**src/rtl/ib_queue.sv**
```systemverilog
// Dual-issue instruction buffer between IF and ID: circular queue of {pc,inst} that
// presents the two oldest entries to ID and trims wrong-path entries after taken branches.
module ib_queue #(
   parameter int unsigned DEPTH = 16,
   parameter int unsigned PTR_W = 4
) (
   input  logic             clk,
   input  logic             rst,
   input  logic             flush,
   input  logic             stall_id,
   input  logic [1:0]       if_valid,
   input  logic [31:0]      if_pc0,
   input  logic [31:0]      if_inst0,
   input  logic [31:0]      if_pc1,
   input  logic [31:0]      if_inst1,
   input  logic             launched,
   input  logic             launch_mode,
   input  logic             br_taken,
   output logic [129:0]     ib_to_id_bus,
   output logic             ib_full,
   output logic [PTR_W:0]   ib_count
);

   localparam int unsigned CntW = PTR_W + 1;
   localparam logic [CntW-1:0] FullLvl = CntW'(DEPTH - 2);

   logic [PTR_W-1:0] head_q, head_d;
   logic [PTR_W-1:0] tail_q, tail_d;
   logic [CntW-1:0]  count_q, count_d;
   logic             ds_pending_q, ds_pending_d;

   logic [31:0] pc_mem_q   [DEPTH];
   logic [31:0] inst_mem_q [DEPTH];

   logic             full;
   logic             accept;
   logic             pop_req;
   logic [1:0]       pop_want;
   logic [1:0]       pop_n;
   logic [1:0]       push_raw;
   logic [1:0]       push_n;
   logic [CntW-1:0]  remain;
   logic             trim;
   logic             ds_eff;
   logic             we0, we1;
   logic [31:0]      wr0_pc, wr0_inst;
   logic [PTR_W-1:0] head_p1, tail_p1, head_new;

   assign full     = count_q > FullLvl;
   assign accept   = ~full & ~flush;
   assign pop_req  = launched & ~stall_id;
   assign pop_want = pop_req ? (launch_mode ? 2'd2 : 2'd1) : 2'd0;
   assign pop_n    = (CntW'(pop_want) > count_q) ? count_q[1:0] : pop_want;
   assign remain   = count_q - CntW'(pop_n);
   assign trim     = br_taken & pop_req & (pop_n != 2'd0);
   // A lone branch popped from a queue that drains leaves its delay slot still in flight.
   assign ds_eff   = ds_pending_q | (trim & (pop_n == 2'd1) & (remain == '0));

   assign push_raw = {if_valid[0] & if_valid[1], if_valid[0] ^ if_valid[1]};
   assign wr0_pc   = if_valid[0] ? if_pc0 : if_pc1;
   assign wr0_inst = if_valid[0] ? if_inst0 : if_inst1;

   assign head_p1  = head_q + 1'b1;
   assign tail_p1  = tail_q + 1'b1;
   assign head_new = head_q + PTR_W'(pop_n);

   always_comb begin
      head_d       = head_q;
      tail_d       = tail_q;
      count_d      = count_q;
      ds_pending_d = ds_pending_q;
      push_n       = 2'd0;
      we0          = 1'b0;
      we1          = 1'b0;
      if (flush) begin
         head_d       = '0;
         tail_d       = '0;
         count_d      = '0;
         ds_pending_d = 1'b0;
      end else begin
         head_d = head_new;
         if (trim && (pop_n == 2'd2)) begin
            tail_d  = head_new;
            count_d = '0;
         end else if (trim && (remain != '0)) begin
            // Only the delay slot survives; everything behind it is wrong path.
            tail_d  = head_new + 1'b1;
            count_d = CntW'(1);
         end else begin
            if (accept) begin
               push_n = (ds_eff && (push_raw != 2'd0)) ? 2'd1 : push_raw;
            end
            we0          = push_n != 2'd0;
            we1          = push_n == 2'd2;
            tail_d       = tail_q + PTR_W'(push_n);
            count_d      = count_q + CntW'(push_n) - CntW'(pop_n);
            ds_pending_d = ds_eff & (push_n == 2'd0);
         end
      end
   end

   always_ff @(posedge clk or negedge rst) begin
      if (!rst) begin
         head_q       <= '0;
         tail_q       <= '0;
         count_q      <= '0;
         ds_pending_q <= 1'b0;
      end else begin
         head_q       <= head_d;
         tail_q       <= tail_d;
         count_q      <= count_d;
         ds_pending_q <= ds_pending_d;
      end
   end

   // Payload storage needs no reset: unoccupied entries are masked at the output.
   always_ff @(posedge clk) begin
      if (we0) begin
         pc_mem_q[tail_q]   <= wr0_pc;
         inst_mem_q[tail_q] <= wr0_inst;
      end
      if (we1) begin
         pc_mem_q[tail_p1]   <= if_pc1;
         inst_mem_q[tail_p1] <= if_inst1;
      end
   end

   logic        v1, v2;
   logic [31:0] pc1, inst1, pc2, inst2;

   always_comb begin
      v1    = count_q != '0;
      v2    = count_q > CntW'(1);
      pc1   = v1 ? pc_mem_q[head_q]    : 32'd0;
      inst1 = v1 ? inst_mem_q[head_q]  : 32'd0;
      pc2   = v2 ? pc_mem_q[head_p1]   : 32'd0;
      inst2 = v2 ? inst_mem_q[head_p1] : 32'd0;
   end

   assign ib_to_id_bus = {v2, pc2, inst2, v1, pc1, inst1};
   assign ib_full      = full;
   assign ib_count     = count_q;

endmodule

```
**config.mk**
```make
export PLATFORM = sky130hd
export DESIGN_NAME = ib_queue
export DESIGN_NICKNAME = d
export VERILOG_FILES = /design/src/rtl/ib_queue.sv
export SDC_FILE = /design/constraint.sdc
export NUM_CORES = 2
export LEC_CHECK = 0
export ABC_CLOCK_PERIOD_IN_PS = 9020
export CORE_UTILIZATION = 50
export DETAILED_ROUTE_END_ITERATION = 6
export PLACE_DENSITY = 0.67
export SLEW_MARGIN = 20
export SYNTH_ARGS = -nofsm -noshare
export SYNTH_HDL_FRONTEND = slang
export SYNTH_SLANG_ARGS = --single-unit
```
**constraint.sdc**
```tcl
create_clock -name clk -period 9.02 [get_ports clk]
set_input_delay 1.353 -clock clk [delete_from_list [all_inputs] [get_ports clk]]
set_output_delay 1.353 -clock clk [all_outputs]
set_load 0.02 [all_outputs]
```
==> results.sh <==
export IMPL_status="complete, no violations"
export IMPL_yosysSeqAreaShare_pct=51.50
export IMPL_cap_violations=0
export IMPL_postCtsHoldBufs=0
export IMPL_fin_crit_sh_pct=74.94
export IMPL_final_cell_mix="nor2_1 (1,055), edfxtp_1 (1,024), a21oi_1 (1,005)"
export IMPL_vias=44050
export IMPL_grt_util_met2_pct=50.04
export IMPL_die_y_um=349.5
export IMPL_post_cts_resized=0
export IMPL_dieWidth_um=349.5
export IMPL_grt_util_met3_pct=5.810
export IMPL_nets=4964
export IMPL_synth_warnings=0
export IMPL_dpl_cell_area_mm2=0.06423
export IMPL_period_minus_slack_ns=6.759
export IMPL_synth_area_top_cells="edfxtp_1 (51%), mux4_2 (21%), a21oi_1 (8.3%)"
export IMPL_wl_um=193300
export IMPL_dp_hpwl_um=110800
export IMPL_tightest_slew_ns=1.187
export IMPL_fmax_ghz=0.1479
export IMPL_grt_max_degree=129
export IMPL_finalHoldViolations=0
export IMPL_synthCells=4886
export IMPL_dp_slack_ns=1.681
export IMPL_grt_usage_pct=31.64
export IMPL_layout_commonest_cell="nor2_1"
export IMPL_cts_max_level=3
export IMPL_async_flop_share_pct=1.349
export IMPL_hp_class="flop to flop"
export IMPL_fp_row_count=127
export IMPL_cp_data_arrival_time_ns=5.41
export IMPL_clock_latency_ns=0.73
export IMPL_drt_iter0_drc=6154
export IMPL_antenna_left=0
export IMPL_critical_path_class="flop to output port"
export IMPL_finalHoldWorstSlack_ns=0.6525
export IMPL_synth_area_leader_cell="edfxtp_1"
export IMPL_dieArea_mm2=0.1222
export IMPL_met1_usage_pct=43.36
export IMPL_relSlewSlack_pct=20.84
export IMPL_end_kind="output port"
export IMPL_cp_slowest_cell="buf_4"
export IMPL_finalWorstSetupSlack_ns=2.261
export IMPL_cts_reportedPaths_clkPinSlew_ns=0.06
export IMPL_powerDensity_mw_per_mm2=244.9
export IMPL_leakage_uw=0.02167
export IMPL_n_antenna_cell=0
export IMPL_drive_above_1_share_pct=19.98
export IMPL_finClkSkew_ns=0.03165
export IMPL_syn_cell_area_mm2=0.06039
export IMPL_first_pass_iters=6
export IMPL_fillers=9601
export IMPL_syn_to_final_growth_pct=12.62
export IMPL_crit_buf_inv=3
export IMPL_wl_per_cell_um=29.70
export IMPL_synth_edf_count=1024
export IMPL_gp_congestion=0.8447
export IMPL_start_kind="flop"
export IMPL_report_final_slew_viol_count=0
export IMPL_io_buffer_count=272
export IMPL_vias_per_cell=6.770
export IMPL_finalSetupViolations=0
export IMPL_avgSynthCellArea_um2=12.36
export IMPL_core_area_mm2=0.1198
export IMPL_path_delay_family="buffers and inverters"
export IMPL_grt_setup_unrepaired="false"
export IMPL_fin_area_mm2=0.06801
export IMPL_grt_pass1_wl_um=284600
export IMPL_ys_types=59
export IMPL_cts_buffers_inserted=113
export IMPL_multi_input_area_mm2=0.02708
export IMPL_cts_sinks=1038
export IMPL_antenna_found_initial=2
export IMPL_busiest_layer="met2"
export IMPL_cp_common_cell="buf_4"
export IMPL_power_total_uw=16660
export IMPL_grt_pass1_vias=42650
export IMPL_ios=273
export IMPL_post_cts_buffers=0
export IMPL_synth_flop_cell="edfxtp_1"
export IMPL_cpPeakStageDelay_ns=0.85
export IMPL_synthesis_nets=5048
export IMPL_path_cells="buf_4, buf_4, mux4_2, mux2i_1, a211oi_1, clkdlybuf4s50_1"
export IMPL_netlist_area_leader_share_pct=50.92
export IMPL_drc=0
export IMPL_start_util_pct=50.40
export IMPL_cts_root_buf="clkbuf_16"
export IMPL_cts_tree="built"
export IMPL_ys_ff_latch=1038
export IMPL_cp_data_required_time_ns=7.67
export IMPL_grt_overflow_total=0
export IMPL_ir_drop_uv=603.8
export IMPL_seqCellArea_mm2=0.03111
export IMPL_path_max_fanout=58
export IMPL_cts_max_path_buffers=3
## flip-flops by register name, summed over array words and instances (netlist names)
name,flops
pc_mem_q,512
ib_count,5
ds_pending_q,1
head_q,4
tail_q,4
inst_mem_q,512
## cell usage after synthesis (22+ instances only)
cell type / count
mux2i_1: 129
buf_1: 124
nor2b_1: 139
ha_1: 22
nor2_1: 1067
buf_2: 83
clkbuf_1: 384
mux4_2: 576
inv_1: 22
a211oi_1: 131
a21oi_2: 30
edfxtp_1: 1024
a21oi_1: 1005
## report_power, final
group | switching (µW) | internal (µW)
Sequential | 121 | 5450
Combinational | 3440 | 2940
Clock | 2020 | 2690
## per-layer routing
metal	vias to the layer above	routed length, µm
met5	-	27
met4	4	8024
met3	435	23380
met2	3118	91280
met1	22100	70550
li1	18390	-
## worst reg2reg max path: cells and delay by family (launching register included)
kind                     cells  cell delay (ns)
AO/OA/AOI/OAI                5             1.78
adder cells (fa/ha/maj)      3             0.94
buffers and inverters        2             0.61
flip-flops                   1             0.57
AND/OR/NAND/NOR              5             1.71
## cell type report
class	count	area share, %
multi-input cells	3218	39.82
inverters	22	0.1214
clock buffers	134	4.274
clock inverters	74	1.120
flip-flops and latches	1038	45.75
repair buffers	409	5.944
well taps	1612	2.966
## final timing paths
check / start / endpoint / slack (ns) / depth (start not counted)
worst max-delay path: head_q[0] / ib_to_id_bus[104] / 2.26 / 6
worst min-delay path: ds_pending_q / ds_pending_q / 0.65 / 2
min in group asynchronous: rst / ib_count[2] / 1.04 / 1
worst min register to register: ds_pending_q / ds_pending_q / 0.65 / 2
max in group asynchronous: rst / head_q[1] / 7.47 / 1
worst max register to register: ib_count[2] / inst_mem_q[15][7] / 3.02 / 15
## through the flow
stage          instances  setup TNS [ns]  util [%]
2_1_floorplan       4886          -33.11         -
3_3_place_gp        6297               0     53.59
3_5_place_dp        6297               0     53.60
4_1_cts             6505               0     56.67
5_1_grt             6507               0     56.76
6_report            6507               0     56.76
## kinds of logic after synthesis
group           count (synthesis)  synth area share [%]
buf+inv                       630                 4.295
fa+ha+maj                      26                0.5718
simple gates                 1284                 9.137
xor+xnor                        9                0.1305
compound gates               1194                 10.75
flops                        1038                 51.50
mux                           705                 23.62
(Power assumes the default switching activity.)
